===== src/rtl/splitter_stream.sv =====
// Word-to-lane stream splitter: captures one DATA_W word, emits LANES lanes over valid/ready.
// Optional lane parity output out_par when SPLIT_PARITY_EN is defined.
module splitter_stream #(
  parameter  int DATA_W = 32,
  parameter  int LANE_W = 8,
  localparam int LANES  = DATA_W / LANE_W,
  localparam int IDX_W  = $clog2(LANES)
) (
  input  logic              clk,
  input  logic              rst_n,
  input  logic              in_valid,
  output logic              in_ready,
  input  logic [DATA_W-1:0] in_data,
  input  logic              in_msb_first,
  output logic              out_valid,
  input  logic              out_ready,
  output logic [LANE_W-1:0] out_data,
  output logic [IDX_W-1:0]  out_idx,
  output logic              out_last,
`ifdef SPLIT_PARITY_EN
  output logic              out_par,
`endif
  output logic              busy
);

  localparam logic [0:0] S_IDLE  = 1'b0;
  localparam logic [0:0] S_SHIFT = 1'b1;
  localparam logic [IDX_W-1:0] LAST_BEAT = IDX_W'(LANES - 1);

  logic [0:0]        state_q, state_d;
  logic [DATA_W-1:0] word_q, word_d;
  logic [IDX_W-1:0]  beat_q, beat_d;
  logic              order_q, order_d;

  logic [LANE_W-1:0] lanes [LANES];
  logic [IDX_W-1:0]  lane_sel;
  logic              in_shift;

  genvar gi;
  generate
    for (gi = 0; gi < LANES; gi++) begin : g_lane
      assign lanes[gi] = word_q[gi*LANE_W +: LANE_W];
    end
  endgenerate

  assign in_shift  = (state_q == S_SHIFT);
  assign lane_sel  = order_q ? (LAST_BEAT - beat_q) : beat_q;
  assign out_valid = in_shift;
  assign busy      = in_shift;
  assign out_data  = in_shift ? lanes[lane_sel] : '0;
  assign out_idx   = in_shift ? beat_q : '0;
  assign out_last  = in_shift && (beat_q == LAST_BEAT);
  // Accepting on the final beat's transfer gives a zero-bubble word boundary.
  assign in_ready  = !in_shift || (out_last && out_ready);

`ifdef SPLIT_PARITY_EN
  assign out_par = ^out_data;
`endif

  always_comb begin
    state_d = state_q;
    word_d  = word_q;
    beat_d  = beat_q;
    order_d = order_q;
    case (state_q)
      S_IDLE: begin
        if (in_valid) begin
          word_d  = in_data;
          order_d = in_msb_first;
          beat_d  = '0;
          state_d = S_SHIFT;
        end
      end
      S_SHIFT: begin
        if (out_ready) begin
          if (beat_q != LAST_BEAT) begin
            beat_d = beat_q + IDX_W'(1);
          end else if (in_valid) begin
            word_d  = in_data;
            order_d = in_msb_first;
            beat_d  = '0;
          end else begin
            beat_d  = '0;
            state_d = S_IDLE;
          end
        end
      end
      default: begin
        state_d = S_IDLE;
        beat_d  = '0;
      end
    endcase
  end

  always_ff @(posedge clk or negedge rst_n) begin
    if (!rst_n) begin
      state_q <= S_IDLE;
      word_q  <= '0;
      beat_q  <= '0;
      order_q <= 1'b0;
    end else begin
      state_q <= state_d;
      word_q  <= word_d;
      beat_q  <= beat_d;
      order_q <= order_d;
    end
  end

endmodule


===== config.mk =====
export PLATFORM = sky130hd
export DESIGN_NAME = splitter_stream
export DESIGN_NICKNAME = d
export VERILOG_FILES = /design/src/rtl/splitter_stream.sv
export SDC_FILE = /design/constraint.sdc
export NUM_CORES = 1
export LEC_CHECK = 0
export BUFFER_PORTS_ARGS = -buffer_cell sky130_fd_sc_hd__buf_2
export CELL_PAD_IN_SITES_DETAIL_PLACEMENT = 0
export CELL_PAD_IN_SITES_GLOBAL_PLACEMENT = 1
export CORE_ASPECT_RATIO = 1.4
export CORE_MARGIN = 1
export CORE_UTILIZATION = 43
export CTS_CLUSTER_DIAMETER = 50
export CTS_CLUSTER_SIZE = 16
export DETAILED_ROUTE_END_ITERATION = 8
export GPL_TIMING_DRIVEN = 0
export PLACE_DENSITY_LB_ADDON = 0.1
export SYNTH_ARGS = -nofsm -noshare
export SYNTH_HDL_FRONTEND = slang
export SYNTH_SLANG_ARGS = --single-unit

===== constraint.sdc =====
create_clock -name clk -period 3.3 [get_ports clk]
set_input_delay 0.99 -clock clk [delete_from_list [all_inputs] [get_ports clk]]
set_output_delay 0.99 -clock clk [all_outputs]
set_load 0.03 [all_outputs]

==> metrics.md <==
| Metric | Value |
|---|---|
| Total Nets Final | 229 |
| Endpoints failing setup | 0 |
| Worst setup margin | about 370 ps |
| Via count of the first global-routing pass | 1401 |
| Post-DP HPWL | 2850 um |
| Later-pin clock latency in the skew report | 280 ps |
| Most frequently used flop master after synthesis | dfrtp_1 |
| Detailed-route wire length per cell | 16.3 um |
| Mean instance size in the synthesized netlist | 13.1 um2 |
| Row Count | 27 |
| Post-cts sizing count | 0 |
| Post-route worst hold slack | around 500 ps |
| Diodes inserted | 0 |
| Worst clock skew on the final layout | 3.67 ps |
| Drt drc | 0 |
| Number of max-cap violations | 0 |
| Via count of the routed design | 1273 |
| Slew at the pin closest to its max-slew limit | 791 ps |
| Placed inst area | between 0.002 and 0.0025 mm2 |
| Final sum of negative setup slack | 0 ps |
| Startpoint types | register |
| Initial antenna violation count | 0 |
| Yosys warnings | 0 |
| Register cell area after layout | 901 um2 |
| Cell area after layout | roughly 0.0022 mm2 |
| Number of pins exceeding their max-slew limit in the final report | 0 |
| Port-buffer cells | 50 |
| Relative slew slack | approximately 47% |
| Clock transition time at the flip-flop clock pins of the worst setup and hold paths | 70 ps |
| Crit-path max cell delay | between 400 and 500 ps |
| Largest area contributor in the synthesized netlist | dfrtp_1 |
| Sequential fraction of the synthesis area | 51.3% |
| Worst slack, placed | a little under 700 ps |
| Min-delay worst type | reg2reg |
| Util after Layout | 55.8% |
| Hold violation total from the final report | 0 |
| Grt ovf | 0 |
| Area taken by multi-input logic gates | 778 um2 |
| Bufs on Longest Clock Path | 2 |
| WP buf/inv | 2 |
| Number of hold buffers added after cts | 0 |
| Worst vdd ir | 0.000754 V |
| Portion of synthesized cell area occupied by the leading cell type | 51.3% |
| Iter 0 DRT Violations | 48 |
| Endpoint required time on the critical path | 2310 ps |
| Count of clock tree sinks | 36 |
| Run status | finished clean |
| TritonCTS Buffers | 5 |
| Yosys cell types | 28 |
| Via density per instance | 5.42 |
| Filler instances | 355 |
| CTS H-tree depth | 2 |
| Critical path's top delay family | buffers and inverters |
| Final worst path period need | 2930 ps |
| DIE AREA | approximately 0.0043 mm2 |
| Ratio of cells with drive above 1 in the final layout | just over 50% |
| Crit path cell chain | nand2b_1, mux2i_1, and2_1, buf_1, a221o_1, buf_2 |
| Synthesized instance count | 134 |
| Post-synth EDFFs | 0 |
| Top cells by area in the synthesized netlist | dfrtp_1 (51%), mux2_2 (17%), mux2_1 (4.5%) |
| TritonCTS clock tree | yes |
| Share of the cycle needed by the critical path after routing | 88.9% |
| CTS root buffer | clkbuf_8 |
| Die X-Extent | roughly 56 um |
| Data arrival time of the worst path | 1940 ps |
| Number of flip-flops and latches in the synthesized netlist | 36 |
| Number of buffers inserted to repair setup after CTS | 0 |
| Core box area | 0.00392 mm2 |
| RSZ-0062 raised after global routing | no |
| Cell at the slowest stage of the critical path | dfrtp_1 |
| Height of the die | 77.6 um |
| Endpoint class of the critical path | output port |
| Pwr Density | around 1200 mW/mm2 |
| Number of nets with antenna violations after detailed routing | 0 |
| Pre-antenna DRT Iters | 3 |
| Synth-to-layout area growth | 24.5% |
| Static Leak | 1.04 nW |
| Io pins | 51 |
| Net count after synthesis | 172 |
| Maximum fanout along the worst path | 7 |
| Pin count of the biggest net entering global routing | 37 |
| Wire length of the first global-routing pass | 6640 um |
| GP Congestion | ~0.74 |
| Critical path type | reg2out |
| Share of async-settable or async-resettable flops after synthesis | 100% |
| Starting Density | roughly 45% |
| Mapped Area | 0.00176 mm2 |
| Global Route Usage Sum | 20.0% |
| Max Freq | between 300 and 400 MHz |
| Drt total wl | around 3800 um |
-- cells in the final DEF, fill, tap and decap left out --
master | netlist | routed
and2_1 | 4 | 4
nand2_1 | 7 | 7
a21o_1 | 1 | 1
nand2_2 | 2 | 2
xor2_1 | 1 | 1
ha_1 | 1 | 1
o22ai_2 | 2 | 2
buf_2 | 2 | 52
clkbuf_8 | 0 | 7
nand2b_1 | 5 | 5
nand3b_1 | 2 | 2
buf_6 | 2 | 2
mux2_2 | 27 | 27
nand2b_2 | 1 | 1
dfrtp_1 | 36 | 36
mux2i_1 | 2 | 2
mux2_1 | 7 | 7
buf_1 | 1 | 1
a21boi_1 | 1 | 1
a311oi_1 | 1 | 1
or2_1 | 1 | 1
o211ai_1 | 1 | 1
a22o_1 | 7 | 7
buf_4 | 5 | 5
a221o_1 | 7 | 7
nor3b_1 | 2 | 2
inv_1 | 1 | 1
bufinv_16 | 0 | 1
a31oi_1 | 1 | 1
o21ai_0 | 4 | 4
-- synthesized netlist by cell type (4+ instances only) --
cell type  instances
dfrtp_1           36
mux2_2            27
a221o_1            7
a22o_1             7
mux2_1             7
nand2_1            7
buf_4              5
nand2b_1           5
and2_1             4
o21ai_0            4
-- worst paths after layout --
path	to	start	slack, ps	depth (start not counted)
worst max-delay path	out_data[5]	beat_q[1]$_DFFE_PN0P_	370	6
worst min-delay path	word_q[18]$_DFFE_PN0P_	word_q[18]$_DFFE_PN0P_	500	1
worst max register to register	word_q[23]$_DFFE_PN0P_	beat_q[1]$_DFFE_PN0P_	1610	6
worst min register to register	word_q[18]$_DFFE_PN0P_	word_q[18]$_DFFE_PN0P_	500	1
max in group asynchronous	word_q[4]$_DFFE_PN0P_	rst_n	2010	1
min in group asynchronous	word_q[17]$_DFFE_PN0P_	rst_n	790	1
-- state kept, by name, summed over array words and instances, names as in the netlist --
name and count:
busy 1, word_q 32, order_q 1, beat_q 2
-- metal layers --
layer / wire length, um / GRT usage, % / up-vias
li1: - / - / 602
met1: 1520 / 22.9 / 630
met2: 2100 / 35.6 / 35
met3: 153 / 4.33 / 6
met4: 63 / 8.29 / 0
met5: 0 / 0 / -
-- report_power, final --
part / total, mW / leakage, nW / internal, mW / switching [mW]
logic: 1.34 / 0.549 / 0.593 / 0.751
registers: 0.800 / 0.426 / 0.665 / 0.135
clock network: 0.418 / 0.0645 / 0.267 / 0.152
total: 2.56 / 1.04 / 1.52 / 1.04
-- per-stage QoR --
| stage | total power [mW] | std cells |
|---|---|---|
| after CTS | 2.58 | 235 |
| after floorplan | 1.81 | 134 |
| after global placement | 2.10 | 227 |
| final | 2.56 | 235 |
| after detailed placement | 2.16 | 227 |
| after global routing | 2.74 | 235 |
-- final cells by class --
type / count / share of cell area, %
sequential: 36 / 41.2
multi-input combinational: 87 / 35.6
timing repair buffer: 50 / 11.4
clock buffer: 7 / 4.41
buffer: 10 / 3.38
tap: 43 / 2.46
clock inverter: 1 / 1.37
inverter: 1 / 0.172
-- kinds of logic after synthesis --
family,count (synthesis),share of synthesized area (%)
AOI/OAI and AO/OA,25,12.2
muxes,36,22.9
and+or+nand+nor,24,7.98
buffers and inverters,11,4.42
xor gates and xnor gates,1,0.499
adders and majority gates,1,0.712
DFF,36,51.3
Power figures use the tool's default switching activity.
